### src/rtl/fetch_ctrl_pkg.sv
// Shared types and defaults for the instruction fetch controller.
package fetch_ctrl_pkg;

  typedef enum logic [1:0] {
    StFetch,
    StWait,
    StHold,
    StDrain
  } fetch_state_e;

  localparam logic [31:0] ResetPcDefault = 32'h0000_0000;

  typedef struct packed {
    logic [31:0] pc;
    logic [31:0] inst;
  } if_id_entry_t;

endpackage

### src/rtl/fetch_ctrl_if_id_buf.sv
// IF/ID pipeline register with a single-entry skid slot, valid/ready handshake and flush.
module fetch_ctrl_if_id_buf
  import fetch_ctrl_pkg::*;
(
  input  logic         clk_i,
  input  logic         rst_i,
  input  logic         flush_i,
  input  logic         in_valid_i,
  input  if_id_entry_t in_entry_i,
  output logic         in_ready_o,
  input  logic         id_ready_i,
  output logic         id_valid_o,
  output if_id_entry_t id_entry_o
);

  logic         out_valid_q, out_valid_d;
  if_id_entry_t out_q, out_d;
  logic         skid_valid_q, skid_valid_d;
  if_id_entry_t skid_q, skid_d;

  // Input goes straight to the output register whenever that register is empty or draining.
  assign in_ready_o = !out_valid_q || id_ready_i;

  always_comb begin
    out_valid_d  = out_valid_q;
    out_d        = out_q;
    skid_valid_d = skid_valid_q;
    skid_d       = skid_q;
    if (flush_i) begin
      out_valid_d  = 1'b0;
      skid_valid_d = 1'b0;
    end else if (skid_valid_q) begin
      if (id_ready_i) begin
        out_d        = skid_q;
        skid_valid_d = 1'b0;
      end
    end else if (in_valid_i) begin
      if (in_ready_o) begin
        out_d       = in_entry_i;
        out_valid_d = 1'b1;
      end else begin
        skid_d       = in_entry_i;
        skid_valid_d = 1'b1;
      end
    end else if (id_ready_i) begin
      out_valid_d = 1'b0;
    end
  end

  always_ff @(posedge clk_i) begin
    if (rst_i) begin
      out_valid_q  <= 1'b0;
      out_q        <= '0;
      skid_valid_q <= 1'b0;
      skid_q       <= '0;
    end else begin
      out_valid_q  <= out_valid_d;
      out_q        <= out_d;
      skid_valid_q <= skid_valid_d;
      skid_q       <= skid_d;
    end
  end

  assign id_valid_o = out_valid_q;
  assign id_entry_o = out_q;

endmodule

### src/rtl/fetch_ctrl.sv
// Instruction fetch FSM: one outstanding imem request, redirect flush/drain, feeds IF/ID buffer.
module fetch_ctrl
  import fetch_ctrl_pkg::*;
#(
  parameter logic [31:0] RESET_PC = ResetPcDefault
) (
  input  logic        clk,
  input  logic        rst,
  input  logic [31:0] next_pc,
  input  logic        redirect,
  output logic [31:0] current_pc,
  output logic        imem_req,
  output logic [31:0] imem_addr,
  input  logic        imem_valid,
  input  logic [31:0] imem_rdata,
  output logic        id_valid,
  output logic [31:0] id_pc,
  output logic [31:0] id_inst,
  input  logic        id_ready
);

  fetch_state_e state_q, state_d;
  logic [31:0]  pc_q, pc_d;
  logic         imem_req_q;
  logic         buf_in_valid;
  logic         buf_in_ready;
  logic         flush;
  if_id_entry_t buf_in_entry;
  if_id_entry_t id_entry;

  assign buf_in_entry = '{pc: pc_q, inst: imem_rdata};

  always_comb begin
    state_d      = state_q;
    pc_d         = pc_q;
    buf_in_valid = 1'b0;
    flush        = 1'b0;
    unique case (state_q)
      StFetch: state_d = redirect ? StDrain : StWait;
      StWait: begin
        if (redirect) begin
          state_d = imem_valid ? StFetch : StDrain;
        end else if (imem_valid) begin
          buf_in_valid = 1'b1;
          if (buf_in_ready) begin
            pc_d    = next_pc;
            state_d = StFetch;
          end else begin
            state_d = StHold;
          end
        end
      end
      StHold: begin
        if (redirect) begin
          state_d = StFetch;
        end else if (id_ready) begin
          pc_d    = next_pc;
          state_d = StFetch;
        end
      end
      StDrain: begin
        if (imem_valid) state_d = StFetch;
      end
      default: state_d = StFetch;
    endcase
    // Redirect overrides every other PC update and flushes IF/ID plus the skid slot.
    if (redirect) begin
      pc_d  = next_pc;
      flush = 1'b1;
    end
  end

  always_ff @(posedge clk) begin
    if (rst) begin
      state_q    <= StFetch;
      pc_q       <= RESET_PC;
      imem_req_q <= 1'b1;
    end else begin
      state_q    <= state_d;
      pc_q       <= pc_d;
      imem_req_q <= (state_d == StFetch);
    end
  end

  fetch_ctrl_if_id_buf u_if_id_buf (
    .clk_i      (clk),
    .rst_i      (rst),
    .flush_i    (flush),
    .in_valid_i (buf_in_valid),
    .in_entry_i (buf_in_entry),
    .in_ready_o (buf_in_ready),
    .id_ready_i (id_ready),
    .id_valid_o (id_valid),
    .id_entry_o (id_entry)
  );

  assign current_pc = pc_q;
  assign imem_addr  = pc_q;
  assign imem_req   = imem_req_q;
  assign id_pc      = id_entry.pc;
  assign id_inst    = id_entry.inst;

endmodule

### config.mk
export PLATFORM = sky130hd
export DESIGN_NAME = fetch_ctrl
export DESIGN_NICKNAME = d
export VERILOG_FILES = /design/src/rtl/fetch_ctrl_pkg.sv /design/src/rtl/fetch_ctrl_if_id_buf.sv /design/src/rtl/fetch_ctrl.sv
export SDC_FILE = /design/constraint.sdc
export NUM_CORES = 1
export LEC_CHECK = 0
export CAP_MARGIN = 20
export CORE_MARGIN = 4
export CORE_UTILIZATION = 35
export CTS_BUF_LIST = sky130_fd_sc_hd__clkbuf_8
export CTS_CLUSTER_DIAMETER = 30
export CTS_CLUSTER_SIZE = 8
export DETAILED_ROUTE_END_ITERATION = 7
export GPL_TIMING_DRIVEN = 0
export PLACE_DENSITY = 0.62
export SYNTH_ARGS = -nofsm -noshare
export SYNTH_HDL_FRONTEND = slang
export SYNTH_SLANG_ARGS = --single-unit
### constraint.sdc
create_clock -name clk -period 2.7 [get_ports clk]
set_clock_uncertainty 0.1 [all_clocks]
set_input_delay 0.27 -clock clk [delete_from_list [all_inputs] [get_ports clk]]
set_output_delay 0.27 -clock clk [all_outputs]
set_load 0.01 [all_outputs]
==> impl_results.md <==
- Outcome: finished, final reports clean
- Resize count post-CTS: 0
- RSZ-0062 raised after global routing: false
- Clock-pin slew on the worst setup and hold paths: around 0.11 ns
- Core box area: roughly 0.023 mm²
- Buffers on Ports: about 200
- Max-cap violations: 0
- Yosys cell types: 30
- Row Count: 55
- Fillcell total: 2284
- Crit-path cells: clkbuf_1 > buf_1 > buf_2 > mux2i_1 > nor2_1 > mux2_4
- Largest delay contributor family on the critical path: buffers and inverters
- Yosys top cell area share: 40.35%
- Final setup violation count: 0
- Clk sink count: between 150 and 200
- Largest net degree at the start of global routing: 17
- Compound-Gate Fraction of Synth Area: under 10%
- Worst setup SP type: flop
- Post-synthesis mux area share: 27.20%
- Clock latency on the worst-skew pair: about 0.45 ns
- Die Y: ~160 µm
- Postcts setup bufs: 0
- Die Width: approximately 160 µm
- Ranking of synthesized cells by area: dfxtp_1 40%, mux2i_1 16%, mux2_4 11%, nand2b_1 7.6%, nor2b_1 5.3%
- Crit path max fanout: 10
- Final setup margin: around 0.25 ns
- Ys Warns: 0
- CTS H-tree lvls: 4
- Antenna viol nets, final: 0
- Post-Syn Instances: between 800 and 900
- Vias in the first global route: 6490
- Synthesized flop and latch total: between 150 and 200
- Initial antenna violation count: 0
- First-pass DRT Iterations: 5
- First-pass GRT wire length: around 35000 µm
- Period utilization: between 90% and 100%
- Max-slew headroom: 31.39%
- Deepest clock path buffer count: 2
- Tightest Pin Transition: about 1 ns
- Leakage: between 4 and 5 nW
- PD cells: 477.9 mW/mm²
- Main combinational cell family by area after synthesis: multiplexers
- WL/cell: about 16 µm
- Synth Flop Type: dfxtp_1
- Arrival time worst endpoint: 2.69 ns
- Final Wtd Congestion: between 0.7 and 0.8
- DRC violations left: 0
- Peak Freq: 408.1 MHz
- Setup CP Type: reg -> reg
- Register area share after synthesis: between 40% and 50%
- IO Count: between 150 and 200
- Mapped Area: approximately 0.0082 mm²
- Dpl cells: roughly 1300
- DP Worst Slack: -0.01918 ns
- Layout cell share with drive strength beyond 1: between 10% and 20%
- Post-Layout Cell Count: 1360
- Final WL: roughly 22000 µm
- Syn nets: 887
- Nets: 1103
- Final Critical Period: roughly 2.5 ns
- Synth area leader: dfxtp_1
- CP Data Required Time: between 2 and 3 ns
- CTS Buf Count: 17
- Die area: 0.02590 mm²
- Starting Density: 35.83%
- Vias: 6371
- Syn avg cell area: roughly 10 µm²
- Crit end category: flop
- Post-synthesis adder-cell area fraction: 0%
- Post-synthesis simple-gate area fraction: between 10% and 20%
- FFs w/ async S/R, synth: 0%
- Worst hold path class: in -> reg
- Ant diodes: 0
- Final hold vios: 0
- Worst vdd ir: approximately 0.27 mV
- GRT Total Usage: 16.95%
- DP HPWL: 15920 µm
- Vias/cell: between 4 and 5
- Fin. max-slew vios: 0
- Root Driver: clkbuf_8
- Iteration-0 DRC Markers: approximately 290
- GRT overflow: 0
- Xor and xnor area share after synthesis: 0%
- Area Overhead vs Synth: 33.64%
- Worst path bufs/invs: 3
- CTS tree: built
- Slowest cell delay on critical path: about 0.59 ns
- CTS Hold Buffers Added: 0
- Post-synth EDFFs: 0
- CP max-delay cell: buf_1
-- worst min-delay path: stages --
cell	delay (ns)
clkdlybuf4s50_1	0.40
nand2b_1	0.06
mux2i_1	0.06
-- cells by family (layout without fill, tap and decap cells) --
family	after synthesis	after routing
buf+inv	109	338
simple gates	277	277
flops	165	165
mux	192	192
compound gates	75	75
-- cell usage after synthesis (2+ instances only) --
library cell  instances
nand4_1              32
nand2b_1            100
buf_4                32
nor3b_1               2
nor2_1               65
mux2i_1             128
a211oi_1              2
buf_1                 6
mux2_4               60
buf_2                11
o31ai_1              32
o21ai_0               2
nor3_1                2
a311oi_1              2
mux2_2                4
clkbuf_1             52
nor2b_1              69
dfxtp_1             165
nand2_1               3
buf_6                 8
a21oi_1              32
-- worst paths after layout --
path | start | to | slack (ns) | cells after the start
setup / recovery | u_if_id_buf.skid_valid_q | u_if_id_buf.id_entry_o[56] | 0.25 | 6
hold / removal | next_pc[27] | current_pc[27] | 0.27 | 3
hold reg to reg | u_if_id_buf.skid_q[22] | u_if_id_buf.skid_q[22] | 0.37 | 2
setup reg to reg | u_if_id_buf.skid_valid_q | u_if_id_buf.id_entry_o[56] | 0.25 | 6
-- per-layer routing --
| layer | vias up | part of all wire, % | global-route usage [%] |
|---|---|---|---|
| met5 | - | 0 | 0 |
| met2 | 190 | 46 | 26.59 |
| met4 | 0 | 1.2 | 3.684 |
| met1 | 2959 | 46 | 22.69 |
| li1 | 3206 | - | - |
| met3 | 16 | 7.1 | 5.851 |
-- registers in the layout, indices dropped and copies added, names as in the netlist --
name                      flops
u_if_id_buf.skid_q           64
current_pc                   32
imem_req                      1
u_if_id_buf.skid_valid_q      1
state_q                       2
u_if_id_buf.id_valid_o        1
u_if_id_buf.id_entry_o       64
-- layout by cell type (no fill, tap or decap), types with 32 or more instances in the layout --
master and instances:
mux2_4 60, clkbuf_1 52, dfxtp_1 165, clkdlybuf4s50_1 197, nand2b_1 100, nor2b_1 69, nor2_1 65, o31ai_1 32
nand4_1 32, buf_4 32, mux2i_1 128, a21oi_1 32
-- cell type report --
class / instances / area, µm² / area share, %
Sequential cell: 165 / 3303 / 30.19
Multi-Input combinational cell: 544 / 4280 / 39.12
Tap cell: 313 / 391.6 / 3.580
Buffer: 109 / 603.1 / 5.512
Timing Repair Buffer: 197 / 1972 / 18.02
Clock inverter: 14 / 142.6 / 1.304
Clock buffer: 18 / 247.7 / 2.264
-- where the power goes --
group | internal (mW) | leakage (nW) | switching, mW
logic | 0.473 | 2.57 | 0.388
clock network | 0.784 | 0.200 | 1.02
registers | 2.50 | 1.34 | 0.0607
-- through the flow --
stage / utilization [%] / hold slack, ns / area, µm² / total power, mW / TNS (ns)
after floorplan: - / 0.3200 / 8187 / 3.053 / 0
after CTS: 47.89 / 0.2445 / 10940 / 5.295 / 0
after global placement: 46.18 / 0.3532 / 10550 / 3.484 / -0.07445
after detailed placement: 46.18 / 0.3598 / 10550 / 3.487 / -0.08733
final: 47.89 / 0.2691 / 10940 / 5.228 / 0
after global routing: 47.89 / 0.2469 / 10940 / 5.471 / 0
Note: power is estimated with default switching activity, not from simulation.
